--- src/rtl/step_controller.sv ---
// CPU clock-enable / step controller: manual step, free-run, run-N and run-to-breakpoint.
// Latency: step_button edge -> cpu_enable in 3 clocks; go -> RUN next clock; tick -> cpu_enable next clock.
// No backpressure: go/halt are single-cycle pulses, halt overrides go and any coincident tick.
module step_controller #(
  parameter int COUNT_WIDTH    = 16,
  parameter int ADDR_WIDTH     = 32,
  parameter int PRESCALE_WIDTH = 26
) (
  input  logic                      clock,
  input  logic                      reset,
  input  logic [1:0]                mode,
  input  logic                      step_button,
  input  logic                      go,
  input  logic                      halt,
  input  logic [PRESCALE_WIDTH-1:0] divisor,
  input  logic [COUNT_WIDTH-1:0]    step_count,
  input  logic                      breakpoint_enable,
  input  logic [ADDR_WIDTH-1:0]     breakpoint_address,
  input  logic [ADDR_WIDTH-1:0]     pc,
  output logic                      cpu_enable,
  output logic [COUNT_WIDTH-1:0]    cycle_count,
  output logic                      register_reset,
  output logic                      running,
  output logic                      done,
  output logic                      breakpoint_hit
);

  typedef enum logic {
    S_HALT = 1'b0,
    S_RUN  = 1'b1
  } state_t;

  localparam logic [1:0] MODE_STEP = 2'b00;
  localparam logic [1:0] MODE_RUNN = 2'b10;

  state_t                    r_state, w_state_nxt;
  logic [2:0]                r_sync;
  logic                      w_step_edge;
  logic [1:0]                r_mode, w_mode_nxt;
  logic [PRESCALE_WIDTH-1:0] r_presc, w_presc_nxt;
  logic [PRESCALE_WIDTH-1:0] w_term;
  logic [COUNT_WIDTH-1:0]    r_remaining, w_remaining_nxt;
  logic                      r_first, w_first_nxt;
  logic                      r_cpu_en, w_cpu_en_nxt;
  logic                      r_done, w_done_nxt;
  logic                      r_bp_hit, w_bp_hit_nxt;
  logic                      r_running;
  logic [COUNT_WIDTH-1:0]    r_cycle_count;
  logic                      w_tick;
  logic                      w_bp_match;

  // Divisor 0 behaves like 1, so the terminal prescaler value is never negative.
  assign w_term      = (divisor == '0) ? '0 : divisor - 1'b1;
  assign w_tick      = (r_presc == w_term);
  // The first step after go is exempt so a resume from a breakpoint does not re-hit.
  assign w_bp_match  = breakpoint_enable && !r_first && (pc == breakpoint_address) &&
                       (r_mode != MODE_STEP);
  // Rising edge of the synchronised button (r_sync[0] is the metastability flop).
  assign w_step_edge = r_sync[1] && !r_sync[2];

  // Two-flop synchroniser plus one history flop for the edge detect.
  always_ff @(posedge clock or negedge reset) begin
    if (!reset) r_sync <= '0;
    else        r_sync <= {r_sync[1:0], step_button};
  end

  // Next-state and next-output decode for HALT/RUN.
  always_comb begin
    w_state_nxt     = r_state;
    w_mode_nxt      = r_mode;
    w_presc_nxt     = r_presc;
    w_remaining_nxt = r_remaining;
    w_first_nxt     = r_first;
    w_bp_hit_nxt    = r_bp_hit;
    w_cpu_en_nxt    = 1'b0;
    w_done_nxt      = 1'b0;
    case (r_state)
      S_HALT: begin
        w_cpu_en_nxt = w_step_edge;
        if (go && !halt && (mode != MODE_STEP)) begin
          if ((mode == MODE_RUNN) && (step_count == '0)) begin
            w_done_nxt = 1'b1;
          end else begin
            w_state_nxt     = S_RUN;
            w_mode_nxt      = mode;
            w_presc_nxt     = '0;
            w_remaining_nxt = step_count;
            w_first_nxt     = 1'b1;
            w_bp_hit_nxt    = 1'b0;
          end
        end
      end
      S_RUN: begin
        // A prescaler beyond a freshly lowered terminal wraps without a tick.
        w_presc_nxt = (r_presc >= w_term) ? '0 : r_presc + 1'b1;
        if (halt) begin
          w_state_nxt = S_HALT;
          w_done_nxt  = 1'b1;
        end else if (w_tick) begin
          if (w_bp_match) begin
            w_bp_hit_nxt = 1'b1;
            w_state_nxt  = S_HALT;
            w_done_nxt   = 1'b1;
          end else begin
            w_cpu_en_nxt = 1'b1;
            w_first_nxt  = 1'b0;
            if (r_mode == MODE_RUNN) begin
              w_remaining_nxt = r_remaining - 1'b1;
              if (r_remaining == COUNT_WIDTH'(1)) begin
                w_state_nxt = S_HALT;
                w_done_nxt  = 1'b1;
              end
            end
          end
        end
      end
      default: w_state_nxt = S_HALT;
    endcase
  end

  // State register.
  always_ff @(posedge clock or negedge reset) begin
    if (!reset) r_state <= S_HALT;
    else        r_state <= w_state_nxt;
  end

  // Datapath and registered outputs.
  always_ff @(posedge clock or negedge reset) begin
    if (!reset) begin
      r_mode        <= MODE_STEP;
      r_presc       <= '0;
      r_remaining   <= '0;
      r_first       <= 1'b0;
      r_cpu_en      <= 1'b0;
      r_done        <= 1'b0;
      r_bp_hit      <= 1'b0;
      r_running     <= 1'b0;
      r_cycle_count <= '0;
    end else begin
      r_mode        <= w_mode_nxt;
      r_presc       <= w_presc_nxt;
      r_remaining   <= w_remaining_nxt;
      r_first       <= w_first_nxt;
      r_cpu_en      <= w_cpu_en_nxt;
      r_done        <= w_done_nxt;
      r_bp_hit      <= w_bp_hit_nxt;
      r_running     <= (w_state_nxt == S_RUN);
      // Count lags cpu_enable by one clock so the CPU sees register_reset with its first enable.
      r_cycle_count <= r_cycle_count + COUNT_WIDTH'(r_cpu_en);
    end
  end

  assign cpu_enable     = r_cpu_en;
  assign cycle_count    = r_cycle_count;
  assign register_reset = (r_cycle_count == '0);
  assign running        = r_running;
  assign done           = r_done;
  assign breakpoint_hit = r_bp_hit;

endmodule
--- config.mk ---
export PLATFORM = sky130hd
export DESIGN_NAME = step_controller
export DESIGN_NICKNAME = d
export VERILOG_FILES = /design/src/rtl/step_controller.sv
export SDC_FILE = /design/constraint.sdc
export NUM_CORES = 1
export LEC_CHECK = 0
export BUFFER_PORTS_ARGS = -buffer_cell sky130_fd_sc_hd__buf_2
export CAP_MARGIN = 30
export CORE_AREA = 2 2 102 104
export CTS_BUF_LIST = sky130_fd_sc_hd__clkbuf_8 sky130_fd_sc_hd__clkbuf_16
export DETAILED_ROUTE_END_ITERATION = 6
export DIE_AREA = 0 0 104 106
export PLACE_DENSITY = 0.79
export SLEW_MARGIN = 25
export SYNTH_ARGS = -nofsm -noshare
export SYNTH_HDL_FRONTEND = slang
export SYNTH_SLANG_ARGS = --single-unit
--- constraint.sdc ---
create_clock -name clock -period 3.8 [get_ports clock]
set_clock_uncertainty 0.2 [all_clocks]
set_input_delay 0.38 -clock clock [delete_from_list [all_inputs] [get_ports clock]]
set_output_delay 0.38 -clock clock [all_outputs]
set_load 0.005 [all_outputs]
Word-level counts from Yosys, hierarchy flattened
Index checks and enable logic that the tools add are counted.

Muxes and demuxes: 44. Multipliers: 0. $lt $le $gt $ge: 1. $add $sub $neg: 4. Bitwise gates (word level): 2. Shift-type cells: 0. Div/mod/pow operators: 0. Equality and inequality tests: 12. Reduce and logical (&&, ||, !) cells: 20.

Operator list (count): two-way mux 26 bit (4); two-way mux 16 bit (6); one-hot mux 26 bit (2 select lines) (1); == test 32 bit (1); logical NOT 16 bit (2); one-hot mux 16 bit (2 select lines) (1); two-way mux 1 bit (27); adder 26 x 1 -> 26 bit, second input constant (1); == test 26 bit (1); >= comparator 26 bit (1); logical NOT 26 bit (1); subtractor 26 x 1 -> 26 bit, second input constant (1); adder 16 x 1 -> 16 bit (1); == test 16 x 1 -> 1 bit, second input constant (1); subtractor 16 x 1 -> 16 bit, second input constant (1); one-hot mux 1 bit (2 select lines) (5); AND reduction 5 bit (2); != test 2 bit, second input constant (4); logical AND 1 bit (7); != test 2 x 1 -> 1 bit, second input constant (3); AND reduction 6 bit (1); == test 2 bit, second input constant (2); nonzero test 2 bit (2); logical NOT 1 bit (3); 3 further kinds (4).

Memories: 0. Bits of input ports: 114. Latch bits: 0. Flip-flop bits (word level): 68. Output and inout bits: 21. Logic and storage cells: 93. Bits in writable memories: 0. ROM bits: 0.

Longest topological paths before layout
Gate-level depths: netlist of run 1.

Depth in word-level cells: 8. Mapped depth: 18. Gate-level depth less buffers: 17.

Least setup slack after synthesis of run 1
No wires, ideal clock.

Path kind: input to register. Start point: input port divisor[0]. End point: register r_remaining[15]. Cell stages on the path: 18. Buffers on the path: 2. Slack: -0.572 ns. Data arrival time: 4.073 ns. Required time: 3.501 ns. Cells stage by stage: inv_1 > ha_1 > inv_2 > nor4_4 > nand4_2 > or4_4 > or3_4 > buf_6 > nand2_1 > ha_1 > nand4_1 > nor4_1 > nand4_1 > or3_1 > buf_2 > o31ai_4 > nor2_1 > a311oi_1.

Longest elaborated chain between the ends: 5. Elaborated cells on any way between the ends: 6.

RTL lines: start, declared (RTL line 15) `input logic [PRESCALE_WIDTH-1:0] divisor,`; subtractor 26 x 1 -> 26 bit / logical NOT 26 bit (equally long branches) (RTL line 53) `assign w_term = (divisor == '0) ? '0 : divisor - 1'b1;`; two-way mux 26 bit * (RTL line 53); == test 26 bit * (RTL line 54) `assign w_tick = (r_presc == w_term);`; != test 2 x 1 -> 1 bit (no line) *; AND reduction 6 bit (no line) *; end signal, assigned (RTL line 142) `r_remaining <= w_remaining_nxt;`; end, declared (RTL line 42) `logic [COUNT_WIDTH-1:0] r_remaining, w_remaining_nxt;`.

Every way passes the cells marked *; elsewhere a longest branch is shown, timed or not. A chain may end at the register's enable or synchronous reset.

Worst setup path in the final report of run 1
Start point: input port divisor[11]. End point: register r_remaining[7].

The elaborated chain is that of the path after synthesis.

==> results of run 1 <==
## kinds of logic (layout without fill, tap and decap cells)
group	count (synthesis)	after routing	synth area share, %
adders and majority gates	32	32	7.72
xor gates and xnor gates	64	64	10.8
buffers and inverters	33	244	2.73
DFF	68	68	32.8
and+or+nand+nor	273	275	28.9
AOI/OAI and AO/OA	116	116	15.0
muxes	10	10	2.00
## critical path, cell delays in order
cell and delay, ns:
buf_2 0.12, nor4_4 0.28, buf_4 0.16, nand4_2 0.11, or4_4 0.54, or3_4 0.46, nand2_1 0.10, ha_1 0.17
nand4_1 0.23, nor4_4 0.36, nand4_1 0.20, or3_4 0.46, o41ai_1 0.44, a21oi_2 0.11
## layer usage
metal | up-vias | part of all wire [%] | global-route usage, %
met3 | 72 | 7.3 | 6.07
li1 | 2671 | - | -
met1 | 2787 | 36 | 32.5
met5 | - | 0 | 0
met4 | 0 | 4.6 | 15.3
met2 | 343 | 52 | 53.8
## synthesized netlist by cell type, drive strengths merged (3+ instances only)
cell type	n	share of area, %
ha	32	7.7
clkbuf	13	0.94
nand3b	13	1.9
mux2i	7	1.4
o311ai	3	0.51
o22ai	11	1.3
nor2b	7	0.84
a311oi	5	0.84
inv	15	1.1
o21ai	13	1.3
mux2	3	0.65
nor3	14	1.4
a21oi	20	1.9
nor2	38	2.7
a41oi	3	0.51
or4	6	0.94
xor2	21	3.5
nand2	74	5.5
a21o	10	1.5
and3	13	1.6
xnor2	43	7.3
nand2b	4	0.48
and4	5	0.84
buf	5	0.70
dfrtp	68	33
nand4	30	3.7
nor4	24	3.5
a31oi	35	4.2
nand3	27	2.7
or3	6	0.82
## what timing repair did
| item | in CTS | in global routing |
|---|---|---|
| hold buffers | 2 | 0 |
| hold endpoints to repair | 49 | 0 |
| endpoints found under the setup margin | 43 | 47 |
| gates cloned | 4 | 5 |
| pin swaps | 13 | 18 |
| resized for setup | 49 | 42 |
| buffers inserted | 15 | 5 |
## state kept, by name, indices dropped and copies added, names as in the netlist
name and flops:
done 1, r_first 1, r_sync 3, breakpoint_hit 1
running 1, r_remaining 16, cycle_count 16, r_mode 2
cpu_enable 1, r_presc 26
## power groups by stage
stage | Clock [mW] | Combinational [mW] | Sequential (mW)
CTS | 0.553 | 0.966 | 1.06
global placement | 0 | 0.828 | 1.06
detailed placement | 0 | 0.865 | 1.07
floorplan | 0 | 0.591 | 1.02
finish | 0.545 | 1.09 | 1.09
global route | 0.585 | 1.18 | 1.11
## worst max path at each step
stage                                       end  slack, ns
CTS                  r_remaining[0]$_DFFE_PN0P_      -0.11
global placement     r_remaining[3]$_DFFE_PN0P_      -0.52
detailed placement   r_remaining[4]$_DFFE_PN0P_      -0.66
finish               r_remaining[7]$_DFFE_PN0P_      -0.30
global route        r_remaining[15]$_DFFE_PN0P_      -0.44
floorplan           r_remaining[15]$_DFFE_PN0P_      -0.34
## final cells by class
class / instances / area (um2) / share of cell area (%)
clock inverter: 7 / 48.8 / 0.655
clock buffer: 9 / 124 / 1.66
sequential: 68 / 1700 / 22.9
tap: 136 / 170 / 2.29
inverter: 15 / 76.3 / 1.03
multi-input combinational: 497 / 3860 / 51.8
timing repair buffer: 213 / 1470 / 19.7
## metrics by stage
stage / std cells / hold WS [ns] / setup WS [ns] / setup TNS (ns) / power (mW)
5_1_grt: 945 / 0.0893 / -0.442 / -16.28 / 2.88
6_report: 945 / 0.0910 / -0.300 / -10.26 / 2.72
4_1_cts: 935 / 0.0785 / -0.112 / -2.54 / 2.58
3_5_place_dp: 898 / 0.144 / -0.661 / -25.46 / 1.94
2_1_floorplan: 596 / -0.116 / -0.344 / -8.49 / 1.61
3_3_place_gp: 898 / 0.149 / -0.518 / -18.56 / 1.89
==> results_dict.tcl, run 1 <==
set metrics [dict create \
    r2r_start "r_presc[21]$_DFFE_PN0P_" \
    syn2layout_area_growth_pct 43.5 \
    switching_power_mw 1.08 \
    synthCells 596 \
    hpwl_mm 11.5 \
    root_buffer "clkbuf_8" \
    ys.warnings.count 0 \
    slew_headroom_pct 42.7 \
    cts_buffers 9 \
    avgSynthCellArea_um2 8.70 \
    power_density_nw_per_um2 365 \
    fin_crit_sh_pct 108 \
    hp-start "step_count[3]" \
    hold_viol 0 \
    worst_pin_slew_ns 0.859 \
    placed_cell_area_um2 6480 \
    final_cell_mix "buf_2 (129), dfrtp_1 (68), nand2_1 (58), buf_4 (58), xnor2_1 (43)" \
    drc 0 \
    fp.coreArea_um2 10000 \
    die-area_um2 11000 \
    io_buffers 134 \
    intPower_mw 1.63 \
    numClockSinks 68 \
    ys_seq_elements 68 \
    setup_viol 44 \
    sw_frac_of_total_pct 39.8 \
    async_reset_ff_share_pct 100 \
    p_comb_share_pct 40.0 \
    rsz0062_at_grt "yes" \
    wire_per_inst_um 18.3 \
    grt_max_degree 50 \
    clock_power_share_pct 20.1 \
    final_common_cell "buf_2" \
    maxCapViolCount 0 \
    final_antenna_net_count 0 \
    fp.dieW_um 104 \
    synth-main-ff-cell "dfrtp_1" \
    placementRows 37 \
    start_util_pct 51.9 \
    synth-edff-count 0 \
    holdPathEnd "r_remaining[3]$_DFFE_PN0P_" \
    cp-end-kind "flop" \
    failed_checks "setup timing" \
    drt-pass1-iter-count 7 \
    layout.nets 950 \
    cp_max_fo 8 \
    ctsHtreeMaxLevel 3 \
    clk_latency_ns 0.36 \
    io_pins 135 \
    worst-setup-path-type "primary input to flop" \
    arrival_ns 4.13 \
    mappedNetlistArea_um2 5190 \
    fillers 681 \
    fp.dieH_um 106 \
    fmax_mhz 244 \
    drive_gt1_share_pct 38.6 \
    via_per_inst 6.21 \
    cts.clk_slew.worst_paths_ns 0.08 \
    antenna_found_initial 0 \
    grt_pass1_wl_mm 26.7 \
    r2r_slack_ns 0.88 \
    fin_util_pct 74.4 \
    start_kind "primary input" \
    final.setup.worst_slack_ns -0.300 \
    fin_crit_ns 4.10 \
    final_area_um2 7440 \
    p_seq_share_pct 40.0 \
    grt_pass1_vias 5838 \
    cts_tree "done" \
    synthesis.nets 742 \
    antennaDiodeCount 0 \
    grt_overflow_total 0 \
    cp.required_ns 3.83 \
    clockBufferDepth 2 \
    regToRegEndpoint "r_remaining[7]$_DFFE_PN0P_" \
    yosysSeqAreaShare_pct 32.8 \
    drt_iter0_markers 563 \
    hp-class "primary input to flop" \
    gp_congestion 0.919 \
    status "finished, violations left" \
    worstHoldPathCells 2 \
    maxSlewViolCount 0 \
    drt_wl_total_mm 17.3 \
    crit_start "divisor[11]" \
    via_count 5873 \
    synth_cell_types 64 \
    peakVddDrop_uv 190 \
    track_usage_pct 29.5 \
    p_leak_nw 3.40 \
    rr_worst_depth 7 \
]
(Power assumes the default switching activity.)
==> inputs of run 2 (changes only) <==
CORE_AREA = 2 2 105 107   (was 2 2 102 104)
DIE_AREA = 0 0 107 109   (was 0 0 104 106)
PLACE_DENSITY = 0.75   (was 0.79)
==> run 2 against run 1 <==
Compared with the run above:
- sequential share of layout area up 0.42 points
- the flow still finishes with violations (setup timing)
- cell count up 0.32%
- critical endpoint is now r_remaining[0]$_DFFE_PN0P_
- fmax up 0.11%
- count of clock-buffer cells in the layout up 1
- core utilization down 5.5 points
- die area up 5.8%
- final area down 1.8%
- combinational power down 6%
- wire length down 5.5%
- worst hold slack better by 0.0070 ns
- first-iteration DRC count down 21%
==> results_dict.tcl, run 2 (synthesis gave the netlist of run 1 again) <==
set metrics [dict create \
    track_usage_pct 27.7 \
    r2r_start "r_presc[11]$_DFFE_PN0P_" \
    path_cells "buf_2 > inv_12 > ha_4 > inv_4 > nor4_4 > nand4_2 > or4_4 > or3_4 > nand2_1 > ha_1 > nand4_1 > nor4_2 > nand4_1 > or3_4 > o31ai_4 > nor2_1 > a211oi_2" \
    final_area_um2 7310 \
    drc 0 \
    clk_latency_ns 0.35 \
    final_common_cell "buf_2" \
    status "finished, violations left" \
    die-area_um2 11700 \
    cp-end-kind "flop" \
    cp.required_ns 3.86 \
    maxSlewViolCount 0 \
    hp-start "mode[1]" \
    regMostFlops "r_presc" \
    start_util_pct 48.9 \
    syn2layout_area_growth_pct 40.9 \
    layout.nets 949 \
    ctsHtreeMaxLevel 3 \
    fp.dieW_um 107 \
    wire_per_inst_um 17.2 \
    final.setup.worst_slack_ns -0.296 \
    grt_pass1_wl_mm 25.9 \
    hpwl_mm 11.3 \
    placed_cell_area_um2 6520 \
    worst-setup-path-type "primary input to flop" \
    cts_buffers 9 \
    grt_overflow_total 0 \
    via_per_inst 6.01 \
    clockBufferDepth 2 \
    gp_congestion 0.911 \
    numClockSinks 68 \
    cts_tree "done" \
    fillers 798 \
    io_buffers 134 \
    drt-pass1-iter-count 5 \
    hp-class "primary input to flop" \
    antennaDiodeCount 0 \
    rsz0062_at_grt "yes" \
    power_density_nw_per_um2 373 \
    setup_tns_ns -7.78 \
    setup_viol 44 \
    final_antenna_net_count 0 \
    drt_iter0_markers 442 \
    grt_pass1_vias 5648 \
    hold_viol 0 \
    fin_crit_ns 4.10 \
    path_delay_family "simple AND/OR/NAND/NOR gates" \
    via_count 5696 \
    fp.dieH_um 109 \
    crit_slowest_cell "or4_4" \
    finalPower_mw 2.73 \
    critPathMaxStageDelay_ns 0.56 \
    fmax_mhz 244 \
    final_cell_mix "buf_2 (132), dfrtp_1 (68), nand2_1 (62), buf_4 (62), xnor2_1 (43)" \
    cp_max_fo 5 \
    grt_max_degree 48 \
    worst_pin_slew_ns 0.797 \
    critPathBufInv 3 \
    fin_crit_sh_pct 108 \
    io_pins 135 \
    placementRows 38 \
    drt_wl_total_mm 16.3 \
    slew_headroom_pct 46.9 \
    largest_register_ffs 26 \
    fp.coreArea_um2 10600 \
    drive_gt1_share_pct 37.7 \
    p_leak_nw 3.37 \
    maxCapViolCount 0 \
    root_buffer "clkbuf_8" \
    crit_start "divisor[0]" \
    arrival_ns 4.15 \
    cts.clk_slew.worst_paths_ns 0.07 \
    antenna_found_initial 0 \
    start_kind "primary input" \
    peakVddDrop_uv 198 \
    failed_checks "setup timing" \
]
run 2: cell count changes in the layout (fill, tap and decap cells not counted), moves of 4 or more:
cell	previous run	this run
ha_4	11	7
o22ai_1	8	1
buf_6	15	9
nand2_1	58	62
nand2_2	11	7
ha_1	21	25
buf_4	58	62
o22ai_2	2	6
run 2: layout make-up:
class                           count  area (um2)  share of cell area [%]
Clock buffer                       10         138                    1.88
Clock inverter                      6        65.1                   0.890
Inverter                           15        76.3                    1.04
Multi-Input combinational cell    498        3790                    51.8
Sequential cell                    68        1700                    23.3
Tap cell                          140         175                    2.40
Timing Repair Buffer              211        1370                    18.7
run 2: final timing paths:
check | end | slack, ns | cells past startpoint
min in group asynchronous | r_presc[19]$_DFFE_PN0P_ | 0.33 | 2
min | r_mode[1]$_DFFE_PN0P_ | 0.1 | 2
max | r_remaining[0]$_DFFE_PN0P_ | -0.30 | 17
min reg2reg | r_sync[1]$_DFF_PN0_ | 0.16 | 0
max reg2reg | r_remaining[0]$_DFFE_PN0P_ | 0.88 | 8
max in group asynchronous | cycle_count[14]$_DFF_PN0_ | 2.06 | 3
run 2: where the power goes:
part | internal (mW) | total, mW | switching [mW] | leakage [nW]
clock network | 0.321 | 0.612 | 0.291 | 0.108
logic | 0.492 | 1.03 | 0.533 | 2.37
registers | 0.862 | 1.09 | 0.231 | 0.894
total | 1.68 | 2.73 | 1.06 | 3.37
run 2: metrics by stage:
step / instances / worst slack, ns / util [%] / hold WS [ns]
floorplan: 596 / -0.344 / - / -0.116
global placement: 908 / -0.581 / 61.5 / 0.136
detailed placement: 908 / -0.808 / 61.5 / 0.136
CTS: 940 / -0.309 / 66.7 / 0.0805
global route: 948 / -0.441 / 69.0 / 0.0817
finish: 948 / -0.296 / 69.0 / 0.0980
run 2: routing by layer:
layer	global-route usage [%]	vias up	wire [um]	share of wire (%)
li1	-	2672	-	-
met1	30.6	2653	6110	37
met2	50.3	308	8340	51
met3	5.20	63	1190	7.3
met4	15.4	0	700	4.3
met5	0	-	0	0
run 2: repair_timing:
| action | in CTS | in global routing |
|---|---|---|
| pin swaps | 19 | 17 |
| setup buffers | 10 | 5 |
| endpoints found under the hold margin | 22 | 0 |
| gates cloned | 4 | 3 |
| gates resized for setup | 42 | 35 |
| setup endpoints to repair | 46 | 47 |
| hold buffers | 2 | 0 |
run 2: worst reg2reg max path, stage by stage, from the launching register on:
cell,delay (ns)
dfrtp_1,0.46
ha_1,0.34
nand4_1,0.17
nor4_2,0.41
nand4_1,0.21
or3_4,0.43
o31ai_4,0.30
nor2_1,0.14
a211oi_2,0.17
==> inputs of run 3 (changes only) <==
RECOVER_POWER = 50   (was not set)
==> run 3 against run 2 <==
Compared with the run above:
- the flow still finishes with violations (setup timing)
- setup slack worse by 0.0040 ns
- highest routed layer unchanged
- count of clock-buffer cells in the layout unchanged
- flip-flop and latch count stayed put
==> results_dict.tcl, run 3 (synthesis gave the netlist of run 1 again) <==
set metrics [dict create \
    numClockSinks 68 \
    r2r_start "r_presc[11]$_DFFE_PN0P_" \
    dp_slack_ns -0.808 \
    crit_start "divisor[0]" \
    cts_tree "done" \
    largest_register_ffs 26 \
    peakVddDrop_uv 197 \
    fp.coreArea_um2 10600 \
    root_buffer "clkbuf_8" \
    wire_per_inst_um 17.2 \
    regMostFlops "r_presc" \
    antenna_found_initial 0 \
    maxCapViolCount 0 \
    clk_latency_ns 0.35 \
    p_comb_share_pct 37.5 \
    fin_util_pct 68.8 \
    track_usage_pct 27.7 \
    cts.clk_slew.worst_paths_ns 0.07 \
    switching_power_mw 1.05 \
    ctsHtreeMaxLevel 3 \
    final_antenna_net_count 0 \
    crit_slowest_cell "or4_4" \
    cts_buffers 9 \
    final.setup.worst_slack_ns -0.300 \
    rsz0062_at_grt "yes" \
    drt_wl_total_mm 16.3 \
    cp_max_fo 5 \
    whs_ns 0.0968 \
    p_seq_share_pct 40.1 \
    intPower_mw 1.67 \
    clockBufferDepth 2 \
    hold_viol 0 \
    hp-start "mode[1]" \
    io_pins 135 \
    drt_iter0_markers 455 \
    setup_viol 44 \
    failed_checks "setup timing" \
    p_leak_nw 3.31 \
    worst-setup-path-type "primary input to flop" \
    drt-pass1-iter-count 5 \
    gp_congestion 0.911 \
    critPathBufInv 3 \
    worst_pin_slew_ns 1.24 \
    placementRows 38 \
    maxSlewViolCount 0 \
    hpwl_mm 11.3 \
    cp.required_ns 3.86 \
    grt_max_degree 48 \
    fillers 802 \
    fmax_mhz 244 \
    path_delay_family "simple AND/OR/NAND/NOR gates" \
    slew_headroom_pct 17.2 \
    arrival_ns 4.16 \
    grt_pass1_vias 5648 \
    fp.dieW_um 107 \
    path_cells "buf_2 > inv_12 > ha_4 > inv_4 > nor4_4 > nand4_2 > or4_4 > or3_4 > nand2_1 > ha_1 > nand4_1 > nor4_2 > nand4_1 > or3_4 > o31ai_4 > nor2_1 > a211oi_2" \
    grt_pass1_wl_mm 25.9 \
    antennaDiodeCount 0 \
    drc 0 \
    fp.dieH_um 109 \
    io_buffers 134 \
    critPathMaxStageDelay_ns 0.56 \
    final_cell_mix "buf_2 (119), dfrtp_1 (68), nand2_1 (62), buf_4 (62), xnor2_1 (43)" \
    sw_frac_of_total_pct 38.6 \
    drive_gt1_share_pct 36.1 \
    clock_power_share_pct 22.4 \
    fin_crit_ns 4.10 \
    fin_crit_sh_pct 108 \
    layout.nets 949 \
    syn2layout_area_growth_pct 40.6 \
    regArea_um2 1700 \
    die-area_um2 11700 \
    hp-class "primary input to flop" \
    start_util_pct 48.9 \
    cp-end-kind "flop" \
    via_per_inst 5.99 \
    multi_input_area_um2 3790 \
    via_count 5681 \
    final_common_cell "buf_2" \
    start_kind "primary input" \
    power_density_nw_per_um2 374 \
    status "finished, violations left" \
    grt_overflow_total 0 \
]
-- run 3: cell count changes in the layout (fill, tap and decap cells not counted) --
cell,change
and2_0,+1
and2_1,-1
buf_2,-13
clkbuf_1,+13
-- run 3: final timing paths --
check | endpoint | slack (ns) | depth (start not counted)
setup / recovery | r_remaining[0]$_DFFE_PN0P_ | -0.30 | 17
hold / removal | r_mode[1]$_DFFE_PN0P_ | 0.1 | 2
setup reg to reg | r_remaining[0]$_DFFE_PN0P_ | 0.87 | 8
hold reg to reg | r_sync[1]$_DFF_PN0_ | 0.16 | 0
max in group asynchronous | cycle_count[14]$_DFF_PN0_ | 1.54 | 3
min in group asynchronous | r_presc[22]$_DFFE_PN0P_ | 0.61 | 2
-- run 3: per-layer routing --
metal | vias to the layer above | wire, um | global-route usage (%)
met5 | - | 0 | 0
met4 | 0 | 746 | 15.4
met3 | 73 | 1210 | 5.20
met2 | 312 | 8270 | 50.3
met1 | 2625 | 6070 | 30.6
li1 | 2671 | - | -
-- run 3: power by group through the flow --
stage / registers, mW / logic (mW) / clock network (mW)
finish: 1.09 / 1.02 / 0.611
detailed placement: 1.07 / 0.860 / 0
CTS: 1.07 / 0.936 / 0.612
global route: 1.12 / 1.12 / 0.649
floorplan: 1.02 / 0.591 / 0
global placement: 1.07 / 0.829 / 0
-- run 3: timing repair --
action	4_1_cts	5_1_grt
endpoints found under the hold margin	22	0
resized for setup	42	35
pin swaps	19	17
buffers inserted	10	5
cloned	4	3
endpoints found under the setup margin	46	47
hold buffers	2	0
-- run 3: cell type report --
| cell class | count | share of cell area (%) |
|---|---|---|
| Clock buffer | 10 | 1.89 |
| Clock inverter | 6 | 0.892 |
| Inverter | 15 | 1.05 |
| Multi-Input combinational cell | 498 | 52.0 |
| Sequential cell | 68 | 23.3 |
| Tap cell | 140 | 2.40 |
| Timing Repair Buffer | 211 | 18.5 |
-- run 3: through the flow --
step | instances | power, mW | area [um2] | setup TNS, ns
global placement | 908 | 1.89 | 6520 | -19.83
CTS | 940 | 2.61 | 7070 | -5.56
global route | 948 | 2.89 | 7290 | -14.21
finish | 948 | 2.72 | 7290 | -7.68
floorplan | 596 | 1.61 | 5380 | -8.49
detailed placement | 908 | 1.93 | 6520 | -28.26
